## src/rtl/m68k_bus_pkg.sv

```systemverilog
// Shared types, default address map and helpers for the 68000 bus decoder.
package m68k_bus_pkg;

  typedef enum logic [2:0] {
    IDLE,
    WAIT,
    EXTWAIT,
    ACK,
    ERR
  } bus_state_e;

  // Widest region map that onehot_priority can resolve.
  localparam int MAX_REGIONS = 32;

  localparam logic [31:0] ROM_BASE  = 32'h0000_0000;
  localparam logic [31:0] ROM_MASK  = 32'hFFFF_8000;
  localparam logic [31:0] RAM_BASE  = 32'h0800_0000;
  localparam logic [31:0] RAM_MASK  = 32'hFFFC_0000;
  localparam logic [31:0] IO_BASE   = 32'h0040_0000;
  localparam logic [31:0] IO_MASK   = 32'hFFFF_0000;
  localparam logic [31:0] DRAM_BASE = 32'hF000_0000;
  localparam logic [31:0] DRAM_MASK = 32'hFC00_0000;

  localparam logic [127:0] DEFAULT_REGION_BASE = {DRAM_BASE, IO_BASE, RAM_BASE, ROM_BASE};
  localparam logic [127:0] DEFAULT_REGION_MASK = {DRAM_MASK, IO_MASK, RAM_MASK, ROM_MASK};
  localparam logic [15:0]  DEFAULT_REGION_WAIT = {4'd0, 4'd2, 4'd1, 4'd0};
  localparam logic [3:0]   DEFAULT_EXT_ACK     = 4'b1000;

  // Keep only the lowest set bit: lowest region index wins.
  function automatic logic [MAX_REGIONS-1:0] onehot_priority(input logic [MAX_REGIONS-1:0] hit);
    return hit & (~hit + MAX_REGIONS'(1));
  endfunction

endpackage

```

## src/rtl/m68k_wait_state_decoder_region_match.sv

```systemverilog
// Combinational base/mask compare of the address against every region,
// reduced to a priority one-hot hit plus the winning region index.
module region_match
  import m68k_bus_pkg::*;
#(
  parameter int NUM_REGIONS = 4,
  parameter int ADDR_W      = 32,
  parameter int IDX_W       = (NUM_REGIONS > 1) ? $clog2(NUM_REGIONS) : 1,
  parameter logic [NUM_REGIONS*ADDR_W-1:0] REGION_BASE = DEFAULT_REGION_BASE,
  parameter logic [NUM_REGIONS*ADDR_W-1:0] REGION_MASK = DEFAULT_REGION_MASK
) (
  input  logic [ADDR_W-1:0]      address,
  output logic [NUM_REGIONS-1:0] onehot,
  output logic [IDX_W-1:0]       index
);

  logic [NUM_REGIONS-1:0] hit;
  logic [MAX_REGIONS-1:0] hit_wide;
  logic [MAX_REGIONS-1:0] sel_wide;
  logic                   unused_sel;

  always_comb begin
    hit = '0;
    for (int i = 0; i < NUM_REGIONS; i++) begin
      hit[i] = ((address & REGION_MASK[i*ADDR_W +: ADDR_W]) == REGION_BASE[i*ADDR_W +: ADDR_W]);
    end
  end

  always_comb begin
    hit_wide = '0;
    hit_wide[NUM_REGIONS-1:0] = hit;
  end

  assign sel_wide   = onehot_priority(hit_wide);
  assign onehot     = sel_wide[NUM_REGIONS-1:0];
  assign unused_sel = &{1'b0, sel_wide};

  always_comb begin
    index = '0;
    for (int i = NUM_REGIONS - 1; i >= 0; i--) begin
      if (hit[i]) index = IDX_W'(i);
    end
  end

endmodule

```

## src/rtl/m68k_wait_state_decoder.sv

```systemverilog
// 68000 chip-select decoder with per-region wait states, external acknowledge
// for slow regions, and bus error on unmapped access or acknowledge timeout.
module m68k_wait_state_decoder
  import m68k_bus_pkg::*;
#(
  parameter int NUM_REGIONS    = 4,
  parameter int ADDR_W         = 32,
  parameter int WAIT_W         = 4,
  parameter int TIMEOUT_CYCLES = 255,
  parameter logic [NUM_REGIONS*ADDR_W-1:0] REGION_BASE    = DEFAULT_REGION_BASE,
  parameter logic [NUM_REGIONS*ADDR_W-1:0] REGION_MASK    = DEFAULT_REGION_MASK,
  parameter logic [NUM_REGIONS*WAIT_W-1:0] REGION_WAIT    = DEFAULT_REGION_WAIT,
  parameter logic [NUM_REGIONS-1:0]        REGION_EXT_ACK = DEFAULT_EXT_ACK
) (
  input  logic                   Clk,
  input  logic                   Reset_L,
  input  logic [ADDR_W-1:0]      Address,
  input  logic                   AS_L,
  input  logic                   ExtDtack_L,
  output logic [NUM_REGIONS-1:0] Select_H,
  output logic                   DTACK_L,
  output logic                   BERR_L,
  output logic                   Busy_H
);

  localparam int IDX_W = (NUM_REGIONS > 1) ? $clog2(NUM_REGIONS) : 1;
  localparam int TMO_W = $clog2(TIMEOUT_CYCLES + 1);

  bus_state_e             state;
  logic [NUM_REGIONS-1:0] hit_onehot;
  logic [IDX_W-1:0]       hit_index;
  logic [WAIT_W-1:0]      wait_cnt;
  logic [TMO_W-1:0]       tmo_cnt;

  region_match #(
    .NUM_REGIONS(NUM_REGIONS),
    .ADDR_W     (ADDR_W),
    .IDX_W      (IDX_W),
    .REGION_BASE(REGION_BASE),
    .REGION_MASK(REGION_MASK)
  ) u_region_match (
    .address(Address),
    .onehot (hit_onehot),
    .index  (hit_index)
  );

  // AS_L going high in WAIT/EXTWAIT aborts the cycle before any other check.
  always_ff @(posedge Clk or negedge Reset_L) begin
    if (!Reset_L) begin
      state    <= IDLE;
      Select_H <= '0;
      DTACK_L  <= 1'b1;
      BERR_L   <= 1'b1;
      Busy_H   <= 1'b0;
      wait_cnt <= '0;
      tmo_cnt  <= '0;
    end else begin
      case (state)
        IDLE: begin
          if (!AS_L) begin
            Busy_H <= 1'b1;
            if (|hit_onehot) begin
              Select_H <= hit_onehot;
              if (REGION_EXT_ACK[hit_index]) begin
                state   <= EXTWAIT;
                tmo_cnt <= '0;
              end else begin
                state    <= WAIT;
                wait_cnt <= REGION_WAIT[int'(hit_index)*WAIT_W +: WAIT_W];
              end
            end else begin
              state  <= ERR;
              BERR_L <= 1'b0;
            end
          end
        end
        WAIT: begin
          if (AS_L) begin
            state    <= IDLE;
            Select_H <= '0;
            Busy_H   <= 1'b0;
          end else if (wait_cnt == '0) begin
            state   <= ACK;
            DTACK_L <= 1'b0;
          end else begin
            wait_cnt <= wait_cnt - WAIT_W'(1);
          end
        end
        EXTWAIT: begin
          if (AS_L) begin
            state    <= IDLE;
            Select_H <= '0;
            Busy_H   <= 1'b0;
          end else if (!ExtDtack_L) begin
            state   <= ACK;
            DTACK_L <= 1'b0;
          end else if (tmo_cnt == TMO_W'(TIMEOUT_CYCLES - 1)) begin
            state    <= ERR;
            BERR_L   <= 1'b0;
            Select_H <= '0;
          end else begin
            tmo_cnt <= tmo_cnt + TMO_W'(1);
          end
        end
        ACK: begin
          if (AS_L) begin
            state    <= IDLE;
            DTACK_L  <= 1'b1;
            Select_H <= '0;
            Busy_H   <= 1'b0;
          end
        end
        ERR: begin
          if (AS_L) begin
            state  <= IDLE;
            BERR_L <= 1'b1;
            Busy_H <= 1'b0;
          end
        end
        default: begin
          state    <= IDLE;
          Select_H <= '0;
          DTACK_L  <= 1'b1;
          BERR_L   <= 1'b1;
          Busy_H   <= 1'b0;
        end
      endcase
    end
  end

endmodule

```

## config.mk

```make
export PLATFORM = sky130hd
export DESIGN_NAME = m68k_wait_state_decoder
export DESIGN_NICKNAME = d
export VERILOG_FILES = /design/src/rtl/m68k_bus_pkg.sv /design/src/rtl/m68k_wait_state_decoder_region_match.sv /design/src/rtl/m68k_wait_state_decoder.sv
export SDC_FILE = /design/constraint.sdc
export NUM_CORES = 1
export LEC_CHECK = 0
export ABC_AREA = 1
export BUFFER_PORTS_ARGS = -buffer_cell sky130_fd_sc_hd__buf_2
export CAP_MARGIN = 20
export CELL_PAD_IN_SITES_DETAIL_PLACEMENT = 1
export CELL_PAD_IN_SITES_GLOBAL_PLACEMENT = 2
export CORE_UTILIZATION = 30
export DETAILED_ROUTE_END_ITERATION = 7
export GPL_TIMING_DRIVEN = 0
export HOLD_SLACK_MARGIN = 0.08
export PLACE_DENSITY_LB_ADDON = 0.1
export SKIP_CTS_REPAIR_TIMING = 1
export SYNTH_ARGS = -nofsm -noshare
export SYNTH_HDL_FRONTEND = slang
export SYNTH_SLANG_ARGS = --single-unit
```

## constraint.sdc

```tcl
create_clock -name Clk -period 2.6 [get_ports Clk]
set_clock_uncertainty 0.1 [all_clocks]
set_input_delay 0 -clock Clk [delete_from_list [all_inputs] [get_ports Clk]]
set_output_delay 0 -clock Clk [all_outputs]
set_load 0.05 [all_outputs]
```

# ---- Word level (Yosys, flattened, before mapping)
# Index checks and enable logic that the tools add are counted.
dict set report word_totals {
  regBits 22
  elab_cells 115
}
dict set report op_classes {
  addsub 3
  n_lt_le_gt_ge 1
  eq_ne 30
  n_shift 1
  mux 51
  n_bitwise 5
  reduce_logical 17
}
# operator count
set op_table {}
lappend op_table {{8-bit two-way mux} 6}
lappend op_table {{4-bit two-way mux} 11}
lappend op_table {{32-bit logical NOT} 1}
lappend op_table {{2-bit != test, second input constant} 15}
lappend op_table {{3-bit two-way mux} 8}
lappend op_table {{6-bit AND reduction} 3}
lappend op_table {{16-bit by 7-bit == test with 1-bit output, second input constant} 1}
lappend op_table {{4-bit one-hot mux with 4 select lines} 1}
lappend op_table {{8-bit one-hot mux with 2 select lines} 1}
lappend op_table {{16-bit by 5-bit indexed part select with 4-bit output, first input constant} 1}
lappend op_table {{14-bit by 10-bit == test with 1-bit output, second input constant} 1}
lappend op_table {{7-bit AND reduction} 2}
lappend op_table {{1-bit two-way mux} 13}
lappend op_table {{3-bit one-hot mux with 4 select lines} 1}
lappend op_table {{2-bit two-way mux} 5}
lappend op_table {{3-bit != test, second input constant} 3}
lappend op_table {{8-bit by 1-bit adder with 8-bit output, second input constant} 1}
lappend op_table {{8-bit == test, second input constant} 1}
lappend op_table {{1-bit one-hot mux with 4 select lines} 2}
lappend op_table {{4-bit one-hot mux with 2 select lines} 1}
lappend op_table {{4-bit OR reduction} 2}
lappend op_table {{3-bit by 2-bit == test with 1-bit output, second input constant} 2}
lappend op_table {{6-bit == test, second input constant} 1}
lappend op_table {{2-bit by 1-bit != test with 1-bit output, second input constant} 3}
lappend op_table {{17 further kinds} 22}

# ---- Longest topological paths before layout
# Gate-level depths: netlist of run 1.
dict set report logic_depth {
  depth_word 11
  ltp_mapped 10
  depth_no_buf 10
}

# ---- Hierarchy
# A second synthesis of run 1 with hierarchy kept.
dict set report hier_totals {
  hier_cells 250
  area_unflattened_um2 1762.9
}
# module instances cells_per_inst area_each_um2
set modules_own_cells {}
lappend modules_own_cells {m68k_wait_state_decoder 1 208 1594.0}
lappend modules_own_cells {region_match 1 42 168.9}

# ---- Worst setup path after synthesis of run 1
# Ideal clock, no wire load.
dict set report synth_path {
  kind {flip-flop to flip-flop}
  from {register tmo_cnt[0]}
  to {register Select_H[0]}
  setup_time_ns 0.122
  arrival_time_ns 1.343
  slack_ns 1.034
  stages_incl_launch_ff 10
  path_buffers 0
  period_less_slack_ns 1.566
  path_cell_list {dfrtp_1 -> inv_1 -> ha_1 -> nand2_1 -> o21ai_2 -> nor2_1 -> nor2_2 -> nand3_4 -> nand2_1 -> o21ai_1}
}
dict set report synth_between {
  elab_chain_cells 3
}
# element line_no
set synth_lines {}
lappend synth_lines {{start: declaration} m68k_wait_state_decoder.sv:33} ;# logic [TMO_W-1:0] tmo_cnt;
lappend synth_lines {{start signal: assignment} m68k_wait_state_decoder.sv:102} ;# tmo_cnt <= tmo_cnt + TMO_W'(1);
lappend synth_lines {{8-bit == test} m68k_wait_state_decoder.sv:97} ;# end else if (tmo_cnt == TMO_W'(TIMEOUT_CYCLES - 1)) begin
lappend synth_lines {{3-bit != test (no line)} n/a}
lappend synth_lines {{6-bit AND reduction (no line)} n/a}
lappend synth_lines {{end signal: assignment} m68k_wait_state_decoder.sv:63} ;# Select_H <= hit_onehot;
lappend synth_lines {{end: declaration} m68k_wait_state_decoder.sv:20} ;# output logic [NUM_REGIONS-1:0] Select_H,
# Every way passes these cells.
# A chain may end at the register's enable or synchronous reset.

# ---- Worst setup path in the final report of run 1
dict set report layout_path {
  from {input Address[24]}
  to {register tmo_cnt[6]}
}
dict set report layout_between {
  elab_chain_cells 8
  word_cells_on_any_way 15
}
# element line_no
set layout_lines {}
lappend layout_lines {{start: declaration} m68k_wait_state_decoder.sv:17} ;# input logic [ADDR_W-1:0] Address,
lappend layout_lines {{branches (longest 7 deep; another with 4-bit by 1-bit adder with 4-bit output)} n/a}
lappend layout_lines {{7-bit AND reduction (no line) (*)} n/a}
# Mark *: on every way between the ends. The select of a mux whose other input is x is not followed.

==> results of run 1 <==
-- worst paths after layout --
| path | start | endpoint | slack (ps) | depth (start not counted) |
|---|---|---|---|---|
| worst min register to register | BERR_L | BERR_L | 380 | 2 |
| min in group asynchronous | Reset_L | wait_cnt[2] | 130 | 2 |
| max in group asynchronous | Reset_L | BERR_L | 1900 | 2 |
| worst max register to register | state[2] | tmo_cnt[6] | 800 | 6 |
| worst min-delay path | Address[20] | Select_H[2] | 40 | 6 |
| worst max-delay path | Address[24] | tmo_cnt[6] | 300 | 13 |
-- metal layers --
layer / global-route usage (%) / part of all wire (%) / routed length, µm
met5: 0 / 0 / 0
met4: 4.40 / 1.0 / 40
met3: 2.01 / 2.2 / 87
met1: 22.1 / 52 / 2070
met2: 23.6 / 45 / 1810
-- flip-flops by register name, summed over array words and instances (netlist names) --
register  count
BERR_L        1
Busy_H        1
DTACK_L       1
Select_H      4
state         3
tmo_cnt       8
wait_cnt      4
-- power groups by stage --
stage	logic (mW)	clock network [mW]	registers, mW
after floorplan	0.453	0	0.570
after global placement	0.694	0	0.491
after detailed placement	0.700	0	0.494
after CTS	0.701	0.230	0.488
after global routing	0.786	0.237	0.498
final	0.694	0.214	0.486
-- through the flow --
stage / power (mW) / std cells / cell area (µm²) / worst slack [ps]
after global routing: 1.52 / 324 / 1910 / 113
after global placement: 1.19 / 314 / 1800 / 801
after detailed placement: 1.19 / 314 / 1800 / 788
final: 1.39 / 324 / 1910 / 303
after CTS: 1.42 / 317 / 1840 / 767
after floorplan: 1.02 / 218 / 1580 / 1030
-- area by class of cell --
type                            instances  area [µm²]
Tap cell                               70        87.6
Multi-Input combinational cell        174         946
Buffer                                  1        5.00
Clock buffer                            3        41.3
Inverter                               21        78.8
Timing Repair Buffer                   33         200
Sequential cell                        22         553
Fill cell                             678        3200
-- layout by cell type, fill, tap and decap left out, types with 7 or more instances in the layout --
| cell type | instances |
|---|---|
| dfrtp_1 | 20 |
| nand4_1 | 7 |
| o21ai_0 | 8 |
| nor2_1 | 29 |
| dlygate4sd3_1 | 7 |
| o21ai_1 | 11 |
| buf_2 | 27 |
| nand2_1 | 61 |
| inv_1 | 14 |
| nand3_1 | 13 |
-- cells by family after synthesis --
group,share of synthesized area (%)
compound gates,9.72
xor+xnor,3.32
fa+ha+maj,3.16
buf+inv,5.30
flops,34.9
simple gates,43.6
-- critical path, cell delays in order --
cell and delay [ps]:
dlygate4sd3_1 540, buf_2 120, nor2_1 160, dlygate4sd3_1 580
inv_1 40, nor2_1 150, nand2_1 90, nand2_1 90
nor2_1 90, nand2_2 160, nand4_4 170, nand2_1 100
nand2_1 60
==> metrics.txt, run 1 <==
antenna fix cells=0; Die Width=74.6 µm; total global routing overflow=0; Min Hold Slack=41.0 ps; Placer Congestion=0.705; CP max FO=8; prevailing post-synth register cell=dfrtp_1; Post-synth EDFFs=0; CTS H-tree depth=1; Syn Nets=258; num rows=26; largest net degree at the start of global routing=23; register bit total from synthesis=22; top cell type's share of synthesized area=31.6%; Netlist cell types=32; vias in the first global route=1318; die height=74.6 µm; Root Buffer=clkbuf_8; Routed WL=4020 µm; Core ar.=5110 µm²; Reg clk slew, reported paths=80 ps; sw frac=46.7%; Post-DRT Antenna Nets=0; Setup CP Type=input pin to register; clock network fraction of total power=15.3%; IO buf count=26; initial antenna violation count=0; synthesized area=1580 µm²; Detailed Place HPWL=3180 µm; total track usage=15.2%; layout cells sized above 1=25.2%; clk buf depth=2; Synth area leaders=dfrtp_1 (32%), nand2_1 (14%), nor2_1 (6.9%); CTS sink cnt=22; Switch Pwr=0.650 mW; crit start category=input pin; Fin. Hold Viols=0; DRT Pass-1 Iters=2; area leader, netlist=dfrtp_1; Layout Utilization=37.4%; WP data required=2650 ps; nets=296; worst min-delay path class=input pin to register; Via Count=1502; Commonest cells post-synth=nand2_1 (61), nor2_1 (29), dfrtp_1 (20); Async SR Flop Fraction=100%; status=complete, no violations; Ports=43; Leakage=0.897 nW; TNS Setup=0 ps; Max IR drop VDD=223 µV; share of power burned in registers=34.9%; DRT iter0 DRCs=30; TritonCTS clock tree=built; Power per Cell Area=729 nW/µm²; Worst setup EP type=register; RSZ-0062 raised after global routing=false; Max Cap Viol=0; vias per inst=4.64; Slew @ Worst Pin=512 ps; internal power=0.743 mW; fmax=435 MHz; Gate power share=49.8%; Cells after Synth=218; Slew Limit Fails=0; area grow syn2layout=20.8%; final setup fails=0; DRC=0; count leader, synth=nand2_1; mean post-synth cell area=7.26 µm²; final cycle utilization of the critical path=88.4%; Slew HR=65.8%; Starting Density=31.0%; Worst EP arrival=2350 ps; fin crit period=2300 ps; yosys warns=0; register area share after synthesis=34.9%; first-pass GRT wire length=6440 µm; later-pin clock latency in the skew report=260 ps; wire per inst=12.4 µm; Die ar.=5570 µm²; CTS Buf Count=3
Power figures use the tool's default switching activity.
==> run 2: changes to the inputs <==
--- a/config.mk
+++ b/config.mk
@@ -10,6 +10,7 @@
 export CAP_MARGIN = 20
 export CELL_PAD_IN_SITES_DETAIL_PLACEMENT = 1
 export CELL_PAD_IN_SITES_GLOBAL_PLACEMENT = 2
+export CORE_MARGIN = 4
 export CORE_UTILIZATION = 30
 export DETAILED_ROUTE_END_ITERATION = 7
 export GPL_TIMING_DRIVEN = 0
==> run 2 against run 1 <==
  * Core utilization grew 0.27 points
  * Combinational power is essentially flat
  * Critical endpoint is now Select_H[0]
  * Largest power group unchanged
  * Clock-buffer cell count grew 1
  * Highest routed layer unchanged
  * Clock power grew 23%
  * Non-clock buffer count is the same
==> metrics.txt, run 2 (synthesis gave the netlist of run 1 again) <==
Area after DPL=1800 µm² (unchanged); wire per inst=12.6 µm (was 12.4 µm); fin crit period=2140 ps (was 2300 ps); Root Buffer=clkbuf_8 (unchanged); crit-path leading delay family=buffers and inverters (unchanged); Die Width=80.6 µm (was 74.6 µm); Slew Limit Fails=0 (unchanged); CP Buf/Inv Count=4 (unchanged); vias per inst=4.62 (was 4.64); CTS sink cnt=22 (unchanged); RSZ-0062 raised after global routing=false (unchanged); Gate power share=48.0% (was 49.8%); register area=553 µm² (unchanged); worst min-delay path class=input pin to register (unchanged); most common cell after layout, fill and taps aside=nand2_1 (unchanged); Routed WL=4090 µm (was 4020 µm); final cycle utilization of the critical path=82.3% (was 88.4%); CTS Buf Count=3 (unchanged); DRT Pass-1 Iters=4 (was 2); DRT iter0 DRCs=25 (was 30); nets=296 (unchanged); Detailed Place HPWL=3270 µm (was 3180 µm); Worst EP arrival=2240 ps (was 2350 ps); initial antenna violation count=0 (unchanged); Biggest register=tmo_cnt (unchanged); Via Count=1502 (unchanged); Slew HR=64.9% (was 65.8%); Slew @ Worst Pin=527 ps (was 512 ps); crit start category=input pin (unchanged); Placer Congestion=0.775 (was 0.705); Leakage=0.897 nW (about the same); r2r setup slk=690 ps (was 800 ps); Die ar.=6500 µm² (was 5570 µm²); most frequent cells in the layout=nand2_1 (61), nor2_1 (29), buf_2 (27) (unchanged); status=complete, no violations (unchanged); max FFs per register=8 (unchanged); TritonCTS clock tree=built (unchanged); Filler Cell Count=666 (was 678); share of power burned in registers=33.7% (was 34.9%); num rows=26 (unchanged); first-pass GRT wire length=7160 µm (was 6440 µm); largest net degree at the start of global routing=23 (unchanged); fmax=467 MHz (was 435 MHz); CP max FO=2 (was 8); Setup CP Type=input pin to register (unchanged); crit-path most repeated cell=dlygate4sd3_1 (was nand2_1); clock network fraction of total power=18.2% (was 15.3%); clk buf depth=2 (unchanged); Starting Density=31.0% (unchanged); WP data required=2700 ps (was 2650 ps); total global routing overflow=0 (unchanged); internal power=0.775 mW (was 0.743 mW); Ports=43 (unchanged); Max Cap Viol=0 (unchanged); Worst setup EP type=register (unchanged); Switch Pwr=0.666 mW (was 0.650 mW); antenna fix cells=0 (unchanged); vias in the first global route=1516 (was 1318); slowest library cell on the worst path=dlygate4sd3_1 (unchanged); CTS H-tree depth=1 (unchanged); Power per Cell Area=748 nW/µm² (was 729 nW/µm²); sw frac=46.2% (was 46.7%); TNS Setup=0 ps (unchanged); final setup fails=0 (unchanged); DRC=0 (unchanged); Max IR drop VDD=206 µV (was 223 µV); Core ar.=5110 µm² (unchanged); Multi-input gate area=946 µm² (unchanged); crit-path max cell delay=590 ps (was 580 ps); final std cell area, no fill=1930 µm² (was 1910 µm²); layout cells sized above 1=25.5% (was 25.2%); largest registers=tmo_cnt x8, Select_H x4, wait_cnt x4 (unchanged); Post-DRT Antenna Nets=0 (unchanged); area grow syn2layout=21.7% (was 20.8%); die height=80.6 µm (was 74.6 µm); Reg clk slew, reported paths=80 ps (about the same); total track usage=14.1% (was 15.2%); later-pin clock latency in the skew report=270 ps (was 260 ps); worst-path cell chain=dlygate4sd3_1, buf_2, nor3_1, dlygate4sd3_1, nand4_1, dlygate4sd3_1, o21ai_1 (was dlygate4sd3_1, buf_2, nor2_1, dlygate4sd3_1, inv_1, nor2_1, nand2_1, nand2_1, nor2_1, nand2_2, nand4_4, nand2_1, nand2_1); Fin. Hold Viols=0 (unchanged); IO buf count=26 (unchanged)
run 2: changes by cell type in the layout (fill, tap and decap cells not counted):
cell      previous run  this run
clkbuf_8             3         4
run 2: final cells by class:
class | count | area share [%]
Clock buffer | 4 | 2.86
Multi-Input combinational cell | 174 | 49.1
Inverter | 21 | 4.09
Sequential cell | 22 | 28.7
Buffer | 1 | 0.260
Timing Repair Buffer | 33 | 10.4
Tap cell | 70 | 4.55
run 2: worst paths after layout:
path                              from           to  cells past startpoint
hold / removal             Address[24]  Select_H[1]                      6
min in group asynchronous      Reset_L   tmo_cnt[6]                      2
hold reg to reg            Select_H[3]  Select_H[3]                      2
setup reg to reg              state[2]  Select_H[0]                      6
setup / recovery           Address[15]  Select_H[0]                      7
max in group asynchronous      Reset_L      DTACK_L                      2
run 2: metal layers:
layer	global-route usage [%]	vias to the layer above	share of wire [%]
met5	0	-	0
met4	4.56	0	0.98
met3	2.69	4	3.3
met2	22.6	22	47
met1	18.8	692	49
li1	-	784	-
run 2: worst reg2reg max path: stages, from the launching register on:
cell and delay (ps):
dfrtp_1 450, nor2_2 180, nand2_2 150, inv_2 160
nand4_1 90, dlygate4sd3_1 570, o21ai_1 130
run 2: power groups by stage:
stage / sequential (mW) / combinational (mW) / clock, mW
CTS: 0.488 / 0.703 / 0.277
finish: 0.486 / 0.692 / 0.263
detailed placement: 0.494 / 0.700 / 0
global placement: 0.490 / 0.697 / 0
global route: 0.498 / 0.772 / 0.294
floorplan: 0.570 / 0.453 / 0
run 2: metrics by stage:
stage               hold WS [ps]  power, mW  setup slack [ps]  util (%)  std cells
global route                80.6       1.56               365      37.7        325
finish                      18.5       1.44               459      37.7        325
floorplan                   -396       1.02              1030         -        218
detailed placement         -81.0       1.19               807      35.3        314
global placement           -82.7       1.19               799      35.3        314
CTS                         -391       1.47               777      36.3        318
